==> src/rtl/pb_sequence_detector.sv <==
// Debounced push-button sequence detector: millisecond-tick debounce, press edges,
// and a three-state FSM that recognises PRESS_COUNT consecutive presses of one button.
module pb_sequence_detector #(
    parameter int NUM_BUTTONS   = 4,
    parameter int PRESS_COUNT   = 3,
    parameter int TICK_DIV      = 50000,
    parameter int DEBOUNCE_LEN  = 10,
    parameter int TIMEOUT_TICKS = 2000,
    localparam int BW = (NUM_BUTTONS > 1) ? $clog2(NUM_BUTTONS) : 1,
    localparam int CW = $clog2(PRESS_COUNT + 1)
) (
    input  logic                   CLOCK_50_I,
    input  logic                   resetn,
    input  logic [NUM_BUTTONS-1:0] PUSH_BUTTON_N_I,
    output logic [NUM_BUTTONS-1:0] pb_status_o,
    output logic [NUM_BUTTONS-1:0] pb_edge_o,
    output logic [1:0]             state_o,
    output logic [BW-1:0]          button_o,
    output logic [CW-1:0]          count_o,
    output logic                   match_o,
    output logic                   timeout_o,
    output logic                   display_o
);

    localparam int DW         = (TICK_DIV > 1) ? $clog2(TICK_DIV) : 1;
    localparam int TW         = (TIMEOUT_TICKS > 0) ? $clog2(TIMEOUT_TICKS + 1) : 1;
    localparam bit SINGLE     = (PRESS_COUNT == 1);
    localparam bit TIMEOUT_EN = (TIMEOUT_TICKS != 0);

    typedef enum logic [1:0] {
        S_IDLE     = 2'd0,
        S_COUNTING = 2'd1,
        S_DISPLAY  = 2'd2
    } state_t;

    logic [DW-1:0]                          r_div;
    logic                                   r_tick;
    logic [NUM_BUTTONS-1:0][DEBOUNCE_LEN-1:0] r_shift;
    logic [NUM_BUTTONS-1:0]                 w_pressed;
    logic [NUM_BUTTONS-1:0]                 w_any_sample;
    logic [NUM_BUTTONS-1:0]                 r_status;
    logic [NUM_BUTTONS-1:0]                 r_edge;

    state_t        r_state;
    state_t        w_state_nxt;
    logic [BW-1:0] r_button;
    logic [BW-1:0] w_button_nxt;
    logic [CW-1:0] r_count;
    logic [CW-1:0] w_count_nxt;
    logic [CW-1:0] w_cnt_inc;
    logic [TW-1:0] r_to_cnt;
    logic [TW-1:0] w_to_nxt;
    logic [TW-1:0] w_to_inc;
    logic          r_match;
    logic          w_match_nxt;
    logic          r_timeout;
    logic          w_timeout_nxt;
    logic          w_edge_any;
    logic [BW-1:0] w_edge_idx;
    logic          w_own_edge;

    assign w_pressed = ~PUSH_BUTTON_N_I;

    // Debounce tick: one-cycle pulse every TICK_DIV clocks
    always_ff @(posedge CLOCK_50_I or negedge resetn) begin
        if (!resetn) begin
            r_div  <= '0;
            r_tick <= 1'b0;
        end else if (r_div == DW'(TICK_DIV - 1)) begin
            r_div  <= '0;
            r_tick <= 1'b1;
        end else begin
            r_div  <= r_div + DW'(1);
            r_tick <= 1'b0;
        end
    end

    // Per-button sample history, shifted once per tick
    always_ff @(posedge CLOCK_50_I or negedge resetn) begin
        if (!resetn) begin
            r_shift <= '0;
        end else if (r_tick) begin
            for (int i = 0; i < NUM_BUTTONS; i++) begin
                r_shift[i] <= (r_shift[i] << 1'b1) | DEBOUNCE_LEN'(w_pressed[i]);
            end
        end
    end

    // Any pressed sample in the window keeps the button pressed
    always_comb begin
        w_any_sample = '0;
        for (int i = 0; i < NUM_BUTTONS; i++) begin
            w_any_sample[i] = |r_shift[i];
        end
    end

    // Debounced level and its rising edge; r_status doubles as the previous-status buffer
    always_ff @(posedge CLOCK_50_I or negedge resetn) begin
        if (!resetn) begin
            r_status <= '0;
            r_edge   <= '0;
        end else begin
            r_status <= w_any_sample;
            r_edge   <= w_any_sample & ~r_status;
        end
    end

    // Edge arbitration: lowest index wins, tracked-button edge flagged separately
    always_comb begin
        w_edge_any = |r_edge;
        w_edge_idx = '0;
        for (int i = NUM_BUTTONS - 1; i >= 0; i--) begin
            if (r_edge[i]) begin
                w_edge_idx = BW'(i);
            end else begin
                w_edge_idx = w_edge_idx;
            end
        end
        w_own_edge = |(r_edge & (NUM_BUTTONS'(1'b1) << r_button));
        w_cnt_inc  = r_count + CW'(1);
        w_to_inc   = r_to_cnt + TW'(1);
    end

    // FSM state and sequence registers
    always_ff @(posedge CLOCK_50_I or negedge resetn) begin
        if (!resetn) begin
            r_state   <= S_IDLE;
            r_button  <= '0;
            r_count   <= '0;
            r_to_cnt  <= '0;
            r_match   <= 1'b0;
            r_timeout <= 1'b0;
        end else begin
            r_state   <= w_state_nxt;
            r_button  <= w_button_nxt;
            r_count   <= w_count_nxt;
            r_to_cnt  <= w_to_nxt;
            r_match   <= w_match_nxt;
            r_timeout <= w_timeout_nxt;
        end
    end

    // FSM next-state logic
    always_comb begin
        w_state_nxt   = r_state;
        w_button_nxt  = r_button;
        w_count_nxt   = r_count;
        w_to_nxt      = r_to_cnt;
        w_match_nxt   = 1'b0;
        w_timeout_nxt = 1'b0;
        case (r_state)
            S_IDLE: begin
                if (w_edge_any) begin
                    w_button_nxt = w_edge_idx;
                    w_count_nxt  = CW'(1);
                    w_to_nxt     = '0;
                    if (SINGLE) begin
                        w_state_nxt = S_DISPLAY;
                        w_match_nxt = 1'b1;
                    end else begin
                        w_state_nxt = S_COUNTING;
                    end
                end else begin
                    w_state_nxt = S_IDLE;
                end
            end
            S_COUNTING: begin
                if (w_own_edge) begin
                    w_to_nxt = '0;
                    if (w_cnt_inc >= CW'(PRESS_COUNT)) begin
                        w_state_nxt = S_DISPLAY;
                        w_count_nxt = CW'(PRESS_COUNT);
                        w_match_nxt = 1'b1;
                    end else begin
                        w_count_nxt = w_cnt_inc;
                    end
                end else if (w_edge_any) begin
                    w_button_nxt = w_edge_idx;
                    w_count_nxt  = CW'(1);
                    w_to_nxt     = '0;
                end else if (r_tick && TIMEOUT_EN) begin
                    // Counter parks at the limit until the next sequence clears it
                    if (w_to_inc >= TW'(TIMEOUT_TICKS)) begin
                        w_state_nxt   = S_IDLE;
                        w_count_nxt   = '0;
                        w_to_nxt      = TW'(TIMEOUT_TICKS);
                        w_timeout_nxt = 1'b1;
                    end else begin
                        w_to_nxt = w_to_inc;
                    end
                end else begin
                    w_to_nxt = r_to_cnt;
                end
            end
            S_DISPLAY: begin
                if (w_edge_any) begin
                    w_button_nxt = w_edge_idx;
                    w_count_nxt  = CW'(1);
                    w_to_nxt     = '0;
                    if (SINGLE) begin
                        w_state_nxt = S_DISPLAY;
                        w_match_nxt = 1'b1;
                    end else begin
                        w_state_nxt = S_COUNTING;
                    end
                end else begin
                    w_state_nxt = S_DISPLAY;
                end
            end
            default: begin
                w_state_nxt  = S_IDLE;
                w_button_nxt = '0;
                w_count_nxt  = '0;
                w_to_nxt     = '0;
            end
        endcase
    end

    // FSM outputs, decoded from registers only
    always_comb begin
        pb_status_o = r_status;
        pb_edge_o   = r_edge;
        state_o     = r_state;
        button_o    = r_button;
        count_o     = r_count;
        match_o     = r_match;
        timeout_o   = r_timeout;
        display_o   = (r_state == S_DISPLAY);
    end

endmodule

==> config.mk <==
export PLATFORM = sky130hd
export DESIGN_NAME = pb_sequence_detector
export DESIGN_NICKNAME = d
export VERILOG_FILES = /design/src/rtl/pb_sequence_detector.sv
export SDC_FILE = /design/constraint.sdc
export NUM_CORES = 1
export LEC_CHECK = 0
export CAP_MARGIN = 20
export CORE_MARGIN = 4
export CORE_UTILIZATION = 59
export DETAILED_ROUTE_END_ITERATION = 16
export PLACE_DENSITY = 0.79
export SLEW_MARGIN = 20
export SYNTH_ARGS = -nofsm -noshare
export SYNTH_HDL_FRONTEND = slang
export SYNTH_SLANG_ARGS = --single-unit
==> constraint.sdc <==
create_clock -name CLOCK_50_I -period 2.35 [get_ports CLOCK_50_I]
set_input_delay 0.47 -clock CLOCK_50_I [delete_from_list [all_inputs] [get_ports CLOCK_50_I]]
set_output_delay 0.47 -clock CLOCK_50_I [all_outputs]
set_load 0.005 [all_outputs]
==> results.md <==
* Final hold vios at 0
* CTS clock-pin slew for the worst setup and hold paths at 90 ps
* DR DRC count at 0
* CTS tree: yes
* Clk buf depth at 2
* Critical-path cell list: ha_1, nand3_1, or3_4, a221oi_2, a31oi_2, a21oi_1, o32ai_1
* WP buf/inv at 0
* IO Port Bufs at 22
* Hold Crit Class: input port to async pin
* Mapped Cells at 324
* CTS Sinks at 84
* Most common cell in the netlist: dfrtp_1
* RR Startpoint: r_to_cnt[0]$_DFFE_PN0P_
* Die Width at 87.7 um
* Leakage at 1.97 nW
* Initial Util at 0.622
* Worst EP arrival at 2410 ps
* Routed len/inst at 15.0 um
* Worst Clk Skew at 10.1 ps
* Worst r2r dst: r_to_cnt[5]$_DFFE_PN0P_
* Hpwl dp at 4.49 mm
* Power Dens Cells at 630 nW/um2
* RSZ-0062 raised after global routing: no
* Critical path class: flip-flop to flip-flop
* Global-route wire length before repair at 11.5 mm
* Layout cell share with drive strength beyond 1 at 0.198
* H-tree depth at 3
* CP max stage cell: dfrtp_1
* Cell Area, Synth at 3750 um2
* Primary FF master, synth: dfrtp_1
* CP Launch Type: flip-flop
* CP Capture Type: flip-flop
* Via Count at 2484
* Status: finished, final reports clean
* Max Clk Rate at 0.457 GHz
* DRT antenna net count at 0
* Syn_nets at 333
* Post-synthesis sequential area ratio at 0.561
* Total negative setup slack at 0 ps
* Routability cong. at 0.841
* Vias in the first global route at 2548
* Cell taking the most area after synthesis: dfrtp_1
* Layout area overhead at 15.6%
* Drt first pass iters at 4
* # fillers at 413
* Nets@finish at 362
* Synth top area share at 0.561
* Avg Inst Size Synth at 11.6 um2
* Final setup viols at 0
* DRT iter0 DRCs at 102
* Antenna violations before repair at 0
* Worst skew pair latency at 350 ps
* Setup bufs post-CTS at 0
* Synth area leaders: dfrtp_1 (56%), mux2_2 (11%), nor2_1 (2.3%)
* R2R cell count at 7
* Number of flops mapped to enable cells by yosys at 0
* Final Total Pwr at 2.73 mW
* Hold_buf cts at 0
* Final worst path period need at 2190 ps
* Post-synthesis register bit count at 84
* Full die area at 7690 um2
* All-Layer GR Usage at 0.190
* Total wire length at 6.49 mm
* Setup slack, reg-to-reg at 160 ps
* Worst Path Max Fanout at 7
* Root Buffer: clkbuf_8
* Commonest cells in the netlist: dfrtp_1 (84), mux2_2 (36), nor2_1 (23), nand2_1 (21), nand3_1 (15)
* Max stage delay on crit path at 420 ps
* Area of the core at 6030 um2
* Largest net degree at the start of global routing at 47
* Relative slew slack at 0.650
* IO Count at 23
* Yosys warning count at 0
* VDD IR max at 0.556 mV
* Vias per cell at 5.74
* Row Count at 28
* Vert. Die Dim at 87.7 um
* Req. time, crit path at 2570 ps
* Gr ovfl total at 0
* Top cell family by delay on the critical path: compound AO/OA/AOI/OAI gates
* Worst-margin pin slew at 525 ps
* Distinct cells, synth at 50
* Antenna cells at 0
* PostCTS Resize Cnt at 0
* Hold Slack at 77.7 ps
* Pins Over Slew Limit at 0
* CTS buffer count at 9
* FFs w/ async S/R, synth at 1.00
* Final period util at 0.930
* Number of max-cap violations at 0
==> metal layers <==
layer | vias up | GRT usage | wire [um]
li1 | 1220 | - | -
met1 | 1206 | 0.255 | 3150
met2 | 46 | 0.299 | 2980
met3 | 12 | 0.0470 | 264
met4 | 0 | 0.0725 | 90
met5 | - | 0 | 0
==> area by class of cell <==
cell class | count | area (um2) | share of cell area
inverters | 7 | 26.3 | 0.00607
clock buffers | 10 | 138 | 0.0318
multi-input cells | 221 | 1570 | 0.362
flip-flops and latches | 84 | 2100 | 0.486
well taps | 75 | 93.8 | 0.0217
clock inverters | 6 | 111 | 0.0257
repair buffers | 30 | 290 | 0.0671
==> kinds of logic after synthesis <==
family | after synthesis | share of synthesized area
and+or+nand+nor | 112 | 0.167
DFF | 84 | 0.561
muxes | 39 | 0.120
adders and majority gates | 3 | 0.0100
buffers and inverters | 19 | 0.0204
AOI/OAI and AO/OA | 55 | 0.0935
xor gates and xnor gates | 12 | 0.0281
==> power by group <==
| group | switching (mW) | internal (mW) |
|---|---|---|
| Combinational | 0.0272 | 0.0103 |
| Clock | 0.509 | 0.735 |
| Sequential | 0 | 1.44 |
| Total | 0.537 | 2.19 |
==> flip-flops by register name (all words and copies together), names as in the netlist <==
| signal | count |
|---|---|
| pb_status_o | 4 |
| pb_edge_o | 4 |
| r_to_cnt | 11 |
| state_o | 2 |
| button_o | 2 |
| match_o | 1 |
| count_o | 2 |
| r_div | 16 |
| r_shift | 40 |
| timeout_o | 1 |
| r_tick | 1 |
==> how the worst max path moves through the flow <==
stage	startpoint	to	slack [ps]	cells past startpoint
6_report	r_to_cnt[0]$_DFFE_PN0P_	r_to_cnt[5]$_DFFE_PN0P_	160	7
5_1_grt	r_to_cnt[0]$_DFFE_PN0P_	count_o[0]$_DFFE_PN0P_	1	7
4_1_cts	r_to_cnt[0]$_DFFE_PN0P_	count_o[0]$_DFFE_PN0P_	170	7
3_5_place_dp	r_to_cnt[0]$_DFFE_PN0P_	count_o[0]$_DFFE_PN0P_	180	7
3_3_place_gp	r_to_cnt[0]$_DFFE_PN0P_	r_to_cnt[5]$_DFFE_PN0P_	290	7
2_1_floorplan	r_to_cnt[0]$_DFFE_PN0P_	count_o[0]$_DFFE_PN0P_	440	7
==> metrics by stage <==
step                      std cells  utilization  worst slack, ps  area (um2)
final                           433        0.718              163        4330
after global routing            433        0.718            0.976        4330
after CTS                       433        0.718              165        4330
after detailed placement        417        0.677              185        4080
after global placement          417        0.677              293        4080
after floorplan                 324            -              436        3750
==> placed cells by master (no fill, tap or decap), types with 2 or more instances in the layout <==
| cell | n |
|---|---|
| nand4_1 | 5 |
| and2_1 | 3 |
| o22ai_1 | 2 |
| a211oi_1 | 2 |
| a21o_1 | 4 |
| or2_2 | 2 |
| a31oi_1 | 5 |
| and4b_1 | 2 |
| nor2_1 | 23 |
| a21oi_1 | 14 |
| nand2_1 | 21 |
| clkbuf_8 | 10 |
| buf_4 | 8 |
| nor3b_1 | 4 |
| inv_1 | 7 |
| o21ai_1 | 2 |
| mux2_2 | 36 |
| and3_1 | 3 |
| nor4_1 | 8 |
| nor3_1 | 6 |
| nor2b_1 | 9 |
| o21ai_0 | 14 |
| o31ai_1 | 2 |
| o41ai_1 | 2 |
| xnor2_1 | 6 |
| xor2_1 | 6 |
| ha_1 | 3 |
| dfrtp_1 | 84 |
| nand3_1 | 15 |
| bufinv_16 | 3 |
| o22a_1 | 2 |
| clkdlybuf4s50_1 | 21 |
| mux2i_1 | 2 |
Power figures use the tool's default switching activity.
==> RTL change (config.mk and constraints unchanged) <==
Set the parameter `DEBOUNCE_LEN` to 20 (it was 10).
--- a/src/rtl/pb_sequence_detector.sv
+++ b/src/rtl/pb_sequence_detector.sv
@@ -4,7 +4,7 @@
     parameter int NUM_BUTTONS   = 4,
     parameter int PRESS_COUNT   = 3,
     parameter int TICK_DIV      = 50000,
-    parameter int DEBOUNCE_LEN  = 10,
+    parameter int DEBOUNCE_LEN  = 20,
     parameter int TIMEOUT_TICKS = 2000,
     localparam int BW = (NUM_BUTTONS > 1) ? $clog2(NUM_BUTTONS) : 1,
     localparam int CW = $clog2(PRESS_COUNT + 1)
Behaviour: no difference found for any inputs over 10 cycles, from zero or initial values and one cycle with resetn low; that may be too few to reach the edited logic, so the function may still have changed.
==> RTL change against the original RTL <==
  * Routed wire length is 42% higher
  * Synthesized area increased by 41%
  * Worst hold slack better by 0.33 ns
  * Final area increased by 44%
  * Total power increased by 70%
  * Sequential cell count increased by 40
  * Worst setup slack got worse by 0.056 ns
  * Largest cell class unchanged
==> RTL change: results (changes against the original RTL) <==
Run status
  • Outcome: finished clean

STA
  • Min Hold Slack: 0.409 ns (+0.331 ns)
  • Rel. slew slack: 70.5% (+5.5 points)
  • Slew Limit Fails: 0 (unchanged)
  • Max Clock Skew: 0.00711 ns (-0.00296 ns)

Power and ir drop
  • Switching Power: 1.03 mW (+92%)
  • Leak pwr: 2.94 nW (+49%)
  • Max VDD drop: 508 uV (-8.6%)

Setup path
  • Crit Path Max Fanout: 10 (+3)
  • CP arrival: 1.77 ns (-0.64 ns)
  • Register-to-register path setup slack: 0.32 ns (+0.16 ns)
  • CP max stage cell: clkdlybuf4s50_1
  • Worst r2r dst: r_to_cnt[1]
  • CP top delay family: buffers and inverters
  • Slowest stage delay, CP: 0.53 ns (+0.11 ns)
  • Reg-to-Reg Start: r_to_cnt[0]

Global route
  • Tot GR Track Use: 19.6% (+0.58 points)
  • First-pass GRT wire length: 16100 um (+40%)
  • Pin count of the biggest net entering global routing: 85 (+81%)
  • Vias in the first global route: 3465 (+36%)

Logic synthesis
  • Post-synth top cells: 124 x dfrtp_1, 76 x mux2_2, 25 x nor2_1
  • Syn nets: 429 (+29%)
  • Seq/Total Area, Yosys: 58.8% (+2.7 points)
  • Synth Instances: 420 (+30%)
  • Library cells used by synthesis: 53 (+6.0%)
  • Ranking of synthesized cells by area: dfrtp_1 59%, mux2_2 16%, nor4_1 2.4%

Placement
  • Pre-CTS WS: 0.320 ns (+0.135 ns)
  • DP Wirelength: 5720 um (+27%)
  • Gpl congestion: 0.847 (+0.74%)
  • Placed Instances: 542 (+30%)
  • Placed instance area: 0.00565 mm^2 (+38%)

Cells and area
  • Top Registers: r_shift (80), r_div (16), r_to_cnt (11)
  • Ratio of cells with drive above 1 in the final layout: 27.8% (+8.0 points)
  • Nets: 463 (+28%)
  • ANT cells: 0 (unchanged)

Route
  • Detailed router's first-iteration violation count: 141 (+38%)
  • DRT Pass-1 Iters: 4 (unchanged)
  • WL final: 9190 um (+42%)
  • Via Count: 3368 (+36%)
  • Routed len/inst: 16.0 um (+6.7%)

Clocking
  • Max H-tree Level: 4 (+1)
  • Post-CTS Resized: 0 (unchanged)
  • Worst-Skew Late Latency: 0.51 ns (+0.16 ns)
  • Clock transition at path regs: 0.06 ns (-0.03 ns)
  • Cts hold-fix bufs: 1 (+1)
  • Inserted Clock Buffers: 17 (+8)
-- RTL change: worst max path at each step --
| stage | depth (start not counted) | start | slack [ns] | end |
|---|---|---|---|---|
| 6_report | 2 | state_o[1] | 0.11 | display_o |
| 5_1_grt | 2 | state_o[1] | 0.008 | display_o |
| 4_1_cts | 2 | state_o[1] | 0.08 | display_o |
| 3_5_place_dp | 7 | r_to_cnt[0] | 0.32 | r_to_cnt[0] |
| 3_3_place_gp | 7 | r_to_cnt[0] | 0.42 | r_to_cnt[1] |
| 2_1_floorplan | 6 | r_to_cnt[0] | 0.48 | count_o[0] |
-- RTL change: final cells by class --
cell class	instances	area (um^2)
Tap cell	108	135
Fill cell	566	2490
Inverter	3	11.3
Timing Repair Buffer	31	313
Clock inverter	14	138
Clock buffer	18	428
Multi-Input combinational cell	277	2100
Sequential cell	124	3100
-- RTL change: layer usage --
metal | global-route usage [%] | wire length, um | vias to the layer above
met4 | 8.07 | 87 | 0
met5 | 0 | 0 | -
met1 | 25.0 | 4220 | 1704
met3 | 4.94 | 259 | 9
met2 | 32.1 | 4620 | 50
li1 | - | - | 1605
-- RTL change: power by group through the flow --
stage          combinational [mW]  clock, mW  sequential (mW)
2_1_floorplan           0.0000621          0             2.17
3_5_place_dp               0.0566          0             2.17
4_1_cts                    0.0577       2.48             2.14
3_3_place_gp               0.0554          0             2.17
6_report                   0.0546       2.44             2.14
5_1_grt                    0.0644       2.59             2.13
-- RTL change: cells by family after synthesis --
logic type               synth area share (%)
multiplexers                             16.7
AO/OA/AOI/OAI                            6.50
XOR/XNOR                                 1.66
flip-flops                               58.8
buffers and inverters                    1.42
AND/OR/NAND/NOR                          14.2
adder cells (fa/ha/maj)                 0.712
-- RTL change: worst register-to-register path, cell delays in order (launching register included) --
cell and delay (ns):
dfrtp_1 0.44, ha_1 0.23, nand3_1 0.17, nor4b_2 0.31, a21oi_1 0.11, buf_4 0.17, or2_1 0.24, a32o_1 0.26
